`src/rtl/core_pkg.sv`:
```
// Shared core definitions: datapath widths, hazard controller state and
// stage-control bundle used by the pipeline sequencing logic.
package core_pkg;

    localparam int REG_ADDR_WIDTH = 5;
    localparam int DATA_WIDTH     = 32;

    typedef enum logic [1:0] {
        RUN      = 2'd0,
        LU_STALL = 2'd1,
        MEM_WAIT = 2'd2
    } hazard_state_e;

    typedef struct packed {
        logic pc_write;
        logic if_id_write;
        logic id_ex_write;
        logic ex_mem_write;
        logic if_id_flush;
        logic id_ex_flush;
        logic pc_redirect;
    } stage_ctl_t;

    // Frozen: nothing moves, nothing is flushed.
    localparam stage_ctl_t CTL_FROZEN = '{
        pc_write: 1'b0, if_id_write: 1'b0, id_ex_write: 1'b0, ex_mem_write: 1'b0,
        if_id_flush: 1'b0, id_ex_flush: 1'b0, pc_redirect: 1'b0
    };

    localparam stage_ctl_t CTL_RUN = '{
        pc_write: 1'b1, if_id_write: 1'b1, id_ex_write: 1'b1, ex_mem_write: 1'b1,
        if_id_flush: 1'b0, id_ex_flush: 1'b0, pc_redirect: 1'b0
    };

    // Hold PC and IF/ID, push a bubble into ID/EX, let the load proceed.
    localparam stage_ctl_t CTL_BUBBLE = '{
        pc_write: 1'b0, if_id_write: 1'b0, id_ex_write: 1'b1, ex_mem_write: 1'b1,
        if_id_flush: 1'b0, id_ex_flush: 1'b1, pc_redirect: 1'b0
    };

    localparam stage_ctl_t CTL_REDIRECT = '{
        pc_write: 1'b1, if_id_write: 1'b1, id_ex_write: 1'b1, ex_mem_write: 1'b1,
        if_id_flush: 1'b1, id_ex_flush: 1'b1, pc_redirect: 1'b1
    };

    function automatic logic load_use_hazard(
        input logic [REG_ADDR_WIDTH-1:0] rs1,
        input logic [REG_ADDR_WIDTH-1:0] rs2,
        input logic                      uses_rs1,
        input logic                      uses_rs2,
        input logic [REG_ADDR_WIDTH-1:0] rd,
        input logic                      mem_read
    );
        logic w_rd_live;
        w_rd_live = mem_read && (rd != '0);
        return w_rd_live && ((uses_rs1 && (rs1 == rd)) || (uses_rs2 && (rs2 == rd)));
    endfunction

endpackage

```
`src/rtl/sat_counter.sv`:
```
// Saturating up-counter for performance statistics; sticks at all-ones.
module sat_counter #(
    parameter int WIDTH = 32
) (
    input  logic             clk,
    input  logic             rst_n,
    input  logic             inc_i,
    output logic [WIDTH-1:0] count_o
);

    logic [WIDTH-1:0] r_count;

    always_ff @(posedge clk or negedge rst_n) begin
        if (!rst_n) begin
            r_count <= '0;
        end else if (inc_i && (r_count != '1)) begin
            r_count <= r_count + WIDTH'(1);
        end
    end

    assign count_o = r_count;

endmodule

```
`src/rtl/hazard_ctrl.sv`:
```
// Pipeline sequencing controller: memory freeze, branch redirect/flush,
// load-use bubble insertion and stall/flush performance counters.
module hazard_ctrl
    import core_pkg::*;
#(
    parameter int LOAD_USE_BUBBLES = 1,
    parameter int CNT_WIDTH        = 32
) (
    input  logic                      clk,
    input  logic                      rst_n,
    input  logic [REG_ADDR_WIDTH-1:0] id_rs1_addr_i,
    input  logic [REG_ADDR_WIDTH-1:0] id_rs2_addr_i,
    input  logic                      id_uses_rs1_i,
    input  logic                      id_uses_rs2_i,
    input  logic [REG_ADDR_WIDTH-1:0] ex_rd_addr_i,
    input  logic                      ex_MemRead_i,
    input  logic                      redirect_valid_i,
    input  logic [DATA_WIDTH-1:0]     redirect_target_i,
    input  logic                      mem_busy_i,
    output logic                      pc_write_o,
    output logic                      if_id_write_o,
    output logic                      id_ex_write_o,
    output logic                      ex_mem_write_o,
    output logic                      if_id_flush_o,
    output logic                      id_ex_flush_o,
    output logic                      pc_redirect_o,
    output logic [DATA_WIDTH-1:0]     pc_target_o,
    output logic [CNT_WIDTH-1:0]      stall_cycles_o,
    output logic [CNT_WIDTH-1:0]      flush_cnt_o
);

    localparam logic [2:0] BUBBLE_RELOAD = 3'(LOAD_USE_BUBBLES - 1);

    hazard_state_e          r_state;
    hazard_state_e          r_ret_state;
    logic                   r_pend;
    logic [DATA_WIDTH-1:0]  r_pend_target;
    logic [2:0]             r_bubble_cnt;

    hazard_state_e          w_eff_state;
    logic                   w_hazard;
    logic                   w_redirect;
    logic                   w_bubble;
    stage_ctl_t             w_ctl;

    // While frozen the FSM sits in MEM_WAIT; once busy drops it behaves as the saved state.
    assign w_eff_state = (r_state == MEM_WAIT) ? r_ret_state : r_state;

    assign w_hazard = load_use_hazard(id_rs1_addr_i, id_rs2_addr_i, id_uses_rs1_i,
                                      id_uses_rs2_i, ex_rd_addr_i, ex_MemRead_i);

    assign w_redirect = !mem_busy_i && (redirect_valid_i || r_pend);

    assign w_bubble = !mem_busy_i && !w_redirect &&
                      ((w_eff_state == LU_STALL) || ((w_eff_state == RUN) && w_hazard));

    always_comb begin
        w_ctl = CTL_RUN;
        if (!rst_n || mem_busy_i) begin
            w_ctl = CTL_FROZEN;
        end else if (w_redirect) begin
            w_ctl = CTL_REDIRECT;
        end else if (w_bubble) begin
            w_ctl = CTL_BUBBLE;
        end
    end

    assign pc_write_o     = w_ctl.pc_write;
    assign if_id_write_o  = w_ctl.if_id_write;
    assign id_ex_write_o  = w_ctl.id_ex_write;
    assign ex_mem_write_o = w_ctl.ex_mem_write;
    assign if_id_flush_o  = w_ctl.if_id_flush;
    assign id_ex_flush_o  = w_ctl.id_ex_flush;
    assign pc_redirect_o  = w_ctl.pc_redirect;

    // A fresh redirect in the same cycle supersedes one remembered from a freeze.
    assign pc_target_o = !w_ctl.pc_redirect ? '0 :
                         redirect_valid_i   ? redirect_target_i : r_pend_target;

    always_ff @(posedge clk or negedge rst_n) begin
        if (!rst_n) begin
            r_state       <= RUN;
            r_ret_state   <= RUN;
            r_pend        <= 1'b0;
            r_pend_target <= '0;
            r_bubble_cnt  <= 3'd0;
        end else if (mem_busy_i) begin
            if (redirect_valid_i) begin
                r_pend        <= 1'b1;
                r_pend_target <= redirect_target_i;
            end
            if (r_state != MEM_WAIT) begin
                r_ret_state <= r_state;
            end
            r_state <= MEM_WAIT;
        end else if (w_redirect) begin
            r_pend       <= 1'b0;
            r_bubble_cnt <= 3'd0;
            r_state      <= RUN;
            r_ret_state  <= RUN;
        end else if (w_eff_state == LU_STALL) begin
            if (r_bubble_cnt <= 3'd1) begin
                r_bubble_cnt <= 3'd0;
                r_state      <= RUN;
            end else begin
                r_bubble_cnt <= r_bubble_cnt - 3'd1;
                r_state      <= LU_STALL;
            end
            r_ret_state <= RUN;
        end else if (w_hazard && (LOAD_USE_BUBBLES > 1)) begin
            r_bubble_cnt <= BUBBLE_RELOAD;
            r_state      <= LU_STALL;
            r_ret_state  <= RUN;
        end else begin
            r_state     <= RUN;
            r_ret_state <= RUN;
        end
    end

    sat_counter #(.WIDTH(CNT_WIDTH)) u_stall_cnt (
        .clk     (clk),
        .rst_n   (rst_n),
        .inc_i   (rst_n && !w_ctl.pc_write),
        .count_o (stall_cycles_o)
    );

    sat_counter #(.WIDTH(CNT_WIDTH)) u_flush_cnt (
        .clk     (clk),
        .rst_n   (rst_n),
        .inc_i   (w_ctl.pc_redirect),
        .count_o (flush_cnt_o)
    );

endmodule

```
`config.mk`:
```
export PLATFORM = sky130hd
export DESIGN_NAME = hazard_ctrl
export DESIGN_NICKNAME = d
export VERILOG_FILES = /design/src/rtl/core_pkg.sv /design/src/rtl/sat_counter.sv /design/src/rtl/hazard_ctrl.sv
export SDC_FILE = /design/constraint.sdc
export NUM_CORES = 1
export LEC_CHECK = 0
export CORE_MARGIN = 2
export CORE_UTILIZATION = 36
export CTS_CLUSTER_SIZE = 12
export DETAILED_ROUTE_END_ITERATION = 16
export GPL_ROUTABILITY_DRIVEN = 0
export SYNTH_ARGS = -nofsm -noshare
export SYNTH_HDL_FRONTEND = slang
export SYNTH_SLANG_ARGS = --single-unit
```
`constraint.sdc`:
```
create_clock -name clk -period 5.9 [get_ports clk]
set_input_delay 1.18 -clock clk [delete_from_list [all_inputs] [get_ports clk]]
set_output_delay 1.18 -clock clk [all_outputs]
set_load 0.005 [all_outputs]
```
# After elaboration in Yosys (flattened, before gate mapping)
# Index checks and enable logic that the tools add are counted.
# W data, S select, Z words.
[totals] register_bits=104 output_inout_bits=103
[op_classes] addsub=3 magnitude_cmp=1 n_eq_ne=9 muxes=18 bitwise=1 reduce_logical=25
[op_table] cell="$add A32 B1 Y32 const B" count=2
[op_table] cell="$mux W32" count=2
[op_table] cell="$ne A32 B32 Y1 const B" count=2
[op_table] cell="$mux W7" count=3
[op_table] cell="$mux W2" count=6
[op_table] cell="$logic_and A1 B1 Y1" count=11
[op_table] cell="$eq A5 B5 Y1" count=2
[op_table] cell="$mux W3" count=3
[op_table] cell="$reduce_bool A5 Y1" count=1
[op_table] cell="$logic_not A1 Y1" count=4
[op_table] cell="$logic_or A1 B1 Y1" count=4
[op_table] cell="$mux W1" count=4
[op_table] cell="$ne A2 B2 Y1 const B" count=2
[op_table] cell="$reduce_and A2 Y1" count=2
[op_table] cell="$reduce_bool A2 Y1" count=2
[op_table] cell="$le A3 B1 Y1 const B" count=1
[op_table] cell="$sub A3 B1 Y3 const B" count=1
[op_table] cell="$eq A2 B1 Y1 const B" count=1
[op_table] cell="$eq A2 B2 Y1 const B" count=1
[op_table] cell="$logic_not A2 Y1" count=1
[op_table] cell="$ne A2 B1 Y1 const B" count=1
[op_table] cell="$not A1 Y1" count=1

# Depth between registers and ports, before layout
# Gate-level depths: netlist (run 1).
[depth] word_depth=13 depth_mapped=10 depth_no_buf=8

# Modules after synthesis
# A second synthesis (run 1) with hierarchy kept.
[unflattened] hier_cells=505 area_unflattened_um2=5497.8
[by_module_without_submodules] module="sat_counter" n_inst=2 cells_each=151 area_each_um2=1624.1 seq_area_each_um2=800.8
[by_module_without_submodules] module="hazard_ctrl" n_inst=1 cells_each=203 area_each_um2=2249.7 seq_area_each_um2=1001.0

# Least setup slack after synthesis (run 1)
# OpenSTA, ideal clock, no wires.
[synth_path] kind="in2out" from="in ex_rd_addr_i[0]" to="out pc_write_o" t_arrival_ns=2.322 t_required_ns=4.720 path_slack_ns=2.398 cell_stages=6 path_buffers=1 cell_sequence="or3_1 > o311a_1 > a21oi_1 > nor2_1 > nor2_1 > buf_4"
[synth_between] elab_chain_cells=10
[synth_lines] item="from (decl)" line_no="hazard_ctrl.sv:15" text="input logic [REG_ADDR_WIDTH-1:0] ex_rd_addr_i,"
[synth_lines] item="$eq A5 B5 Y1" line_no="core_pkg.sv:56" text="return w_rd_live && ((uses_rs1 && (rs1 == rd)) || (uses_rs2 && (rs2 == rd)));"
[synth_lines] item="$logic_and A1 B1 Y1" line_no="core_pkg.sv:56"
[synth_lines] item="$logic_or A1 B1 Y1" line_no="core_pkg.sv:56"
[synth_lines] item="$logic_and A1 B1 Y1 *" line_no="core_pkg.sv:56"
[synth_lines] item="$logic_and A1 B1 Y1 *" line_no="hazard_ctrl.sv:55" text="((w_eff_state == LU_STALL) || ((w_eff_state == RUN) && w_hazard));"
[synth_lines] item="$logic_or A1 B1 Y1 *" line_no="hazard_ctrl.sv:55"
[synth_lines] item="$logic_and A1 B1 Y1 *" line_no="hazard_ctrl.sv:54" text="assign w_bubble = !mem_busy_i && !w_redirect &&"
[synth_lines] item="$mux W7 *" line_no="hazard_ctrl.sv:63" text="end else if (w_bubble) begin"
[synth_lines] item="$mux W7 *" line_no="hazard_ctrl.sv:61" text="end else if (w_redirect) begin"
[synth_lines] item="$mux W7 *" line_no="hazard_ctrl.sv:59" text="if (!rst_n || mem_busy_i) begin"
[synth_lines] item="to (decl)" line_no="hazard_ctrl.sv:20" text="output logic pc_write_o,"
# Mark *: on every way between the ends. The rest lies on a longest branch, timed or not.

# Worst setup path after layout (run 1)
[layout_path] from="in ex_rd_addr_i[0]" to="out if_id_write_o"
[layout_between] elab_chain_cells=10
[layout_lines] item="$eq A5 B5 Y1" line_no="core_pkg.sv:56"
[layout_lines] item="$logic_and A1 B1 Y1" line_no="core_pkg.sv:56"
[layout_lines] item="$logic_or A1 B1 Y1" line_no="core_pkg.sv:56"
[layout_lines] item="$logic_and A1 B1 Y1 *" line_no="core_pkg.sv:56"
[layout_lines] item="$logic_and A1 B1 Y1 *" line_no="hazard_ctrl.sv:55"
[layout_lines] item="$logic_or A1 B1 Y1 *" line_no="hazard_ctrl.sv:55"
[layout_lines] item="$logic_and A1 B1 Y1 *" line_no="hazard_ctrl.sv:54"
[layout_lines] item="$mux W7 *" line_no="hazard_ctrl.sv:63"
[layout_lines] item="$mux W7 *" line_no="hazard_ctrl.sv:61"
[layout_lines] item="$mux W7 *" line_no="hazard_ctrl.sv:59"
[layout_lines] item="to (decl)" line_no="hazard_ctrl.sv:21" text="output logic if_id_write_o,"
# Marked as above.

==> impl_metrics.csv, run 1 <==
group,metric,value,unit
run_status,status,"complete, no violations",
logic_synthesis,syn_inst,498,
power_and_ir_drop,power_frac_clock,30.6,%
detailed_routing,drcViolationCount,0,
logic_synthesis,synth_top_area_share,48.7,%
final_layout,n_fill_cell,1352,
detailed_routing,routedWlPerCell,16.0,um
placement,post-dp-hpwl,9.63,mm
final_layout,final_util,50.3,%
timing,rsz0062_at_grt,"false",
setup_path,cp_data_required_time,4.72,ns
logic_synthesis,synthArstFlopShare,100,%
timing,period_minus_slack,4.63,ns
timing,hold_viol,0,
power_and_ir_drop,pwr-share-comb,21.5,%
power_and_ir_drop,p_seq_share,47.9,%
logic_synthesis,syn_avg_cell_area,10.7,um2
logic_synthesis,synth_most_common_cell,"dfrtp_1",
setup_path,cp-end-kind,"output pin",
grt,track_usage,17.0,%
logic_synthesis,synth_area_leaders,"dfrtp_1 49%, mux2_2 6.9%, xor2_1 6.1%",
final_layout,antenna_cells,0,
detailed_routing,vias,4208,
final_layout,final_nets,702,
final_layout,fin_cells,832,
floorplanning,die_x,126,um
timing,skew,0.00721,ns
detailed_routing,first_pass_iters,6,
setup_path,critPathLaunchType,"primary input",
clock_tree,tritoncts,"yes",
logic_synthesis,synth_ff_type,"dfrtp_1",
power_and_ir_drop,power_density,256,nW/um2
clock_tree,clockBufferDepth,2,
final_layout,register_area,2600,um2
grt,grt-ovfl-total,0,
logic_synthesis,ys_top_cells_by_count,"104 x dfrtp_1, 65 x nor2_1, 37 x xor2_1",
timing,setup_ws,1.27,ns
clock_tree,root_buffer,"clkbuf_16",
setup_path,cp_data_arrival_time,3.45,ns
clock_tree,clk_latency,0.34,ns
setup_path,crit_end,"if_id_write_o",
final_layout,multi_input_area,2570,um2
clock_tree,holdBufCountCts,0,
grt,grt_first_pass_wirelength,21.8,mm
detailed_routing,postRouteAntennaNets,0,
worst_hold_path,hold_path_class,"flop to flop",
floorplanning,die-area,15800,um2
setup_path,timing.rr.end,"u_stall_cnt.count_o[1]$_DFFE_PN0P_",
timing,fin_tns_setup,0,ns
clock_tree,clk_pin_slew_worst_paths,0.06,ns
floorplanning,start_util,36.8,%
logic_synthesis,ys_warn_count,0,
placement,io_buffers,156,
flow_run,maxCapViolCount,0,
setup_path,worstPathMaxFanout,3,
clock_tree,cts-resized-gates,0,
logic_synthesis,seq_area_frac_synth,48.7,%
detailed_routing,totalWireLength,13.3,mm
grt,grt_max_degree,39,
power_and_ir_drop,swShare,26.9,%
timing,final_max_slew_viol_count,0,
power_and_ir_drop,peakVddDrop,0.171,mV
floorplanning,rows,44,
logic_synthesis,yosysUniqueCellTypes,48,
clock_tree,cts_made_buffers,9,
timing,worst_pin_slew,0.898,ns
timing,maxSlewHeadroom,40.0,%
floorplanning,coreArea,14500,um2
logic_synthesis,synth_area_leader_cell,"dfrtp_1",
placement,dpl.cell_count,818,
detailed_routing,via_per_inst,5.06,
logic_synthesis,synth_nets,555,
logic_synthesis,ys_ff_latch,104,
clock_tree,postCtsSetupRepairBufs,0,
power_and_ir_drop,cellLeakagePower,3.05,nW
clock_tree,cts.sinks,104,
logic_synthesis,netlist_area,5350,um2
timing,setup_viol,0,
floorplanning,ios,157,
final_layout,drive_gt1_share,10.5,%
setup_path,r2r_slack,3.21,ns
clock_tree,cts_max_level,3,
setup_path,path_class,"primary input to output pin",
logic_synthesis,synth-edff-count,0,
final_layout,area_delta_synth_final,36.7,%
grt,antenna_found_initial,1,
setup_path,rr_startpoint,"r_pend$_DFFE_PN0P_",
placement,dp_slack,1.21,ns
power_and_ir_drop,finalPower,0.00187,W
detailed_routing,drtIter0Drc,204,
timing,max_clock_freq,216,MHz
power_and_ir_drop,power.net_switching,0.000503,W
grt,grt_pass1_vias,4192,
timing,finalCritPeriodShare,78.5,%
setup_path,r2r_cells,6,
power_and_ir_drop,p_int,0.00137,W
floorplanning,die_h,126,um
setup_path,critPathLaunch,"ex_rd_addr_i[0]",
## state kept, by name (all words and copies together), names as in the netlist
| register | count |
|---|---|
| r_bubble_cnt | 3 |
| r_pend | 1 |
| r_pend_target | 32 |
| r_ret_state | 2 |
| r_state | 2 |
| u_flush_cnt.count_o | 32 |
| u_stall_cnt.count_o | 32 |
## routing by layer
metal	global-route usage, %	up-vias	part of all wire [%]
met5	0	-	0.083
met1	22.6	2063	46
met3	2.97	14	4.4
li1	-	2017	-
met2	28.1	112	48
met4	5.82	2	1.4
## cells by family (layout without fill, tap and decap cells)
| kind of cell | Yosys count | count (layout) | share of synthesized area, % |
|---|---|---|---|
| AOI/OAI and AO/OA | 26 | 26 | 3.18 |
| xor gates and xnor gates | 71 | 71 | 11.6 |
| adders and majority gates | 3 | 3 | 0.702 |
| buffers and inverters | 34 | 184 | 3.18 |
| DFF | 104 | 104 | 48.7 |
| muxes | 66 | 66 | 13.2 |
| and+or+nand+nor | 194 | 194 | 19.4 |
## how the worst min path moves through the flow
stage / from / to / slack, ns / cells past startpoint
finish: r_bubble_cnt[0]$_DFFE_PN0P_ / r_bubble_cnt[0]$_DFFE_PN0P_ / 0.47 / 1
global route: r_pend_target[5]$_DFFE_PN0P_ / r_pend_target[5]$_DFFE_PN0P_ / 0.51 / 1
CTS: r_bubble_cnt[0]$_DFFE_PN0P_ / r_bubble_cnt[0]$_DFFE_PN0P_ / 0.47 / 1
detailed placement: r_bubble_cnt[0]$_DFFE_PN0P_ / r_bubble_cnt[0]$_DFFE_PN0P_ / 0.46 / 1
global placement: r_bubble_cnt[0]$_DFFE_PN0P_ / r_bubble_cnt[0]$_DFFE_PN0P_ / 0.46 / 1
floorplan: r_bubble_cnt[0]$_DFFE_PN0P_ / r_bubble_cnt[0]$_DFFE_PN0P_ / 0.44 / 1
## critical path, stage by stage
cell	delay (ns)
clkdlybuf4s50_1	0.47
or3_1	0.40
o311a_1	0.32
a21oi_1	0.29
nor2_1	0.07
nor2_1	0.19
clkdlybuf4s50_1	0.54
## cell type report
cell class                 instances  area share (%)
clock buffer                      12            3.65
clock inverter                     2           0.205
inverter                          10           0.513
multi-input combinational        360            35.2
sequential                       104            35.6
tap                              184            3.15
timing repair buffer             160            21.7
## layout by cell type, fill, tap and decap left out, types with 5 or more instances in the layout
cell type        synthesis  final
nand3_1                 22     22
nor4_1                   7      7
nand4_1                 20     20
nand2_1                 29     29
mux2i_1                 32     32
inv_1                   10     10
mux2_2                  33     33
xor2_1                  37     37
clkdlybuf4s50_1          0    154
nor3_1                  10     10
dfrtp_1                104    104
buf_4                    3      5
o21ai_0                  7      7
and4_1                   8      8
nor2_1                  65     65
a21oi_1                  7      7
and3_1                   9      9
xnor2_1                 34     34
clkbuf_16                0      9
## metrics by stage
| step | cell area (um2) | hold WS (ns) |
|---|---|---|
| after floorplan | 5350 | 0.440 |
| after global placement | 7030 | 0.456 |
| after detailed placement | 7030 | 0.462 |
| after CTS | 7310 | 0.472 |
| after global routing | 7310 | 0.514 |
| final | 7310 | 0.468 |
## power by group through the flow
stage	sequential, W	combinational [W]	clock (W)
after floorplan	0.000893	0.000180	0
after global placement	0.000903	0.000401	0
after detailed placement	0.000910	0.000407	0
after CTS	0.000897	0.000409	0.000592
after global routing	0.000912	0.000441	0.000621
final	0.000896	0.000402	0.000572
(Power assumes the default switching activity.)
==> run 2, diff against run 1 <==
==> constraint.sdc (replaced) <==
create_clock -name clk -period 4.4 [get_ports clk]
set_input_delay 0.88 -clock clk [delete_from_list [all_inputs] [get_ports clk]]
set_output_delay 0.88 -clock clk [all_outputs]
set_load 0.005 [all_outputs]
==> run 2 against run 1 <==
  * Clock power rose by 50%
  * Sequential share of layout area fell by 0.23 points
  * Routed wire length fell by 2.2%
  * Critical path depth did not move
  * Via count rose by 0.33%
  * Sequential power rose by 34%
  * Final area rose by 0.65%
  * Global-route usage fell by 0.24 points
  * Worst setup slack got worse by 0.88 ns
  * Clock skew fell by 0.0020 ns
  * Sequential cell count did not move
==> impl_metrics.csv, run 2 (synthesized netlist as in run 1, its figures left out) <==
group,metric,value,unit
run_status,status,"complete, no violations",
final_layout,final_common_cell,"clkdlybuf4s50_1",
timing,max_clock_freq,249,MHz
final_layout,area_delta_synth_final,37.6,%
setup_path,cp_data_required_time,3.52,ns
clock_tree,tritoncts,"yes",
clock_tree,clk_pin_slew_worst_paths,0.07,ns
final_layout,drive_gt1_share,10.9,%
clock_tree,postCtsSetupRepairBufs,0,
clock_tree,holdBufCountCts,0,
detailed_routing,routedWlPerCell,15.6,um
detailed_routing,drcViolationCount,0,
timing,hold_viol,0,
final_layout,final_util,50.6,%
floorplanning,die-area,15800,um2
setup_path,r2r_cells,7,
power_and_ir_drop,power_density,354,nW/um2
floorplanning,rows,44,
timing,finalCritPeriodShare,91.1,%
grt,grt_pass1_vias,4254,
final_layout,antenna_cells,0,
clock_tree,clk_latency,0.34,ns
setup_path,critPathLaunch,"ex_rd_addr_i[0]",
clock_tree,cts-resized-gates,0,
timing,fin_tns_setup,0,ns
placement,dpl.cell_count,819,
floorplanning,die_h,126,um
flow_run,maxCapViolCount,0,
placement,io_buffers,156,
timing,setup_ws,0.391,ns
detailed_routing,via_per_inst,5.06,
power_and_ir_drop,finalPower,0.00260,W
final_layout,final_nets,703,
timing,setup_viol,0,
grt,antenna_found_initial,0,
setup_path,cp-end-kind,"output pin",
detailed_routing,postRouteAntennaNets,0,
setup_path,worstPathMaxFanout,3,
timing,worst_pin_slew,0.875,ns
setup_path,path_class,"primary input to output pin",
floorplanning,ios,157,
clock_tree,cts_made_buffers,9,
timing,period_minus_slack,4.01,ns
setup_path,critPathLaunchType,"primary input",
timing,skew,0.00521,ns
clock_tree,cts.sinks,104,
power_and_ir_drop,cellLeakagePower,3.08,nW
grt,grt_max_degree,71,
setup_path,timing.rr.end,"u_stall_cnt.count_o[11]$_DFFE_PN0P_",
clock_tree,clockBufferDepth,2,
detailed_routing,totalWireLength,13.0,mm
timing,maxSlewHeadroom,41.7,%
timing,rsz0062_at_grt,"false",
clock_tree,root_buffer,"clkbuf_16",
timing,final_max_slew_viol_count,0,
clock_tree,cts_max_level,3,
grt,grt_first_pass_wirelength,21.6,mm
grt,grt-ovfl-total,0,
final_layout,mostFrequentLayoutCells,"154 x clkdlybuf4s50_1, 104 x dfrtp_1, 65 x nor2_1, 37 x xor2_1, 34 x xnor2_1",
worst_hold_path,hold_path_class,"flop to flop",
final_layout,fin_cells,835,
detailed_routing,drtIter0Drc,197,
placement,dp_slack,0.322,ns
floorplanning,die_x,126,um
floorplanning,start_util,36.8,%
setup_path,r2r_slack,1.77,ns
power_and_ir_drop,peakVddDrop,0.278,mV
setup_path,crit_end,"pc_write_o",
setup_path,cp_data_arrival_time,3.13,ns
detailed_routing,first_pass_iters,4,
placement,post-dp-hpwl,9.53,mm
setup_path,rr_startpoint,"r_pend$_DFFE_PN0P_",
grt,track_usage,16.8,%
floorplanning,coreArea,14500,um2
detailed_routing,vias,4222,
-- run 2: cell types whose count changed in the layout (fill, tap and decap cells not counted) --
cell        before  now
clkinv_2         0    3
bufinv_16        0    2
clkbuf_8         3    1
buf_4            5    6
clkinvlp_4       2    1
-- run 2: critical path, stage by stage --
cell,delay [ns]
clkdlybuf4s50_1,0.47
or3_1,0.39
o311a_1,0.31
a21oi_1,0.29
nor2_1,0.07
nor2_1,0.18
clkdlybuf4s50_1,0.53
-- run 2: cell type report --
| cell class | count | area, um2 |
|---|---|---|
| tap | 184 | 230 |
| timing repair buffer | 161 | 1590 |
| clock buffer | 10 | 239 |
| fill | 1331 | 7180 |
| clock inverter | 6 | 82.6 |
| inverter | 10 | 37.5 |
| multi-input combinational | 360 | 2570 |
| sequential | 104 | 2600 |
-- run 2: report_power, final --
group | switching, W | total [W] | internal [W]
Clock | 0.000349 | 0.000860 | 0.000511
Sequential | 0.000125 | 0.00120 | 0.00108
Combinational | 0.000209 | 0.000542 | 0.000333
-- run 2: layer usage --
layer	global-route usage, %	part of all wire (%)	vias to the layer above
li1	-	-	2034
met1	22.6	47	2059
met3	2.68	4.3	18
met4	6.40	2.0	0
met5	0	0	-
met2	27.2	47	111
-- run 2: worst min-delay path by stage --
stage                           startpoint                           to  slack, ns  depth (start not counted)
4_1_cts        r_bubble_cnt[0]$_DFFE_PN0P_  r_bubble_cnt[0]$_DFFE_PN0P_       0.47                          1
3_3_place_gp   r_bubble_cnt[0]$_DFFE_PN0P_  r_bubble_cnt[0]$_DFFE_PN0P_       0.46                          1
3_5_place_dp   r_bubble_cnt[0]$_DFFE_PN0P_  r_bubble_cnt[0]$_DFFE_PN0P_       0.46                          1
2_1_floorplan  r_bubble_cnt[0]$_DFFE_PN0P_  r_bubble_cnt[0]$_DFFE_PN0P_       0.44                          1
5_1_grt        r_bubble_cnt[0]$_DFFE_PN0P_  r_bubble_cnt[0]$_DFFE_PN0P_       0.50                          1
6_report       r_bubble_cnt[0]$_DFFE_PN0P_  r_bubble_cnt[0]$_DFFE_PN0P_       0.47                          1
-- run 2: through the flow --
stage / hold WS, ns / area (um2)
after floorplan: 0.440 / 5350
after global placement: 0.455 / 7040
after detailed placement: 0.459 / 7040
after CTS: 0.471 / 7360
after global routing: 0.499 / 7360
final: 0.466 / 7360
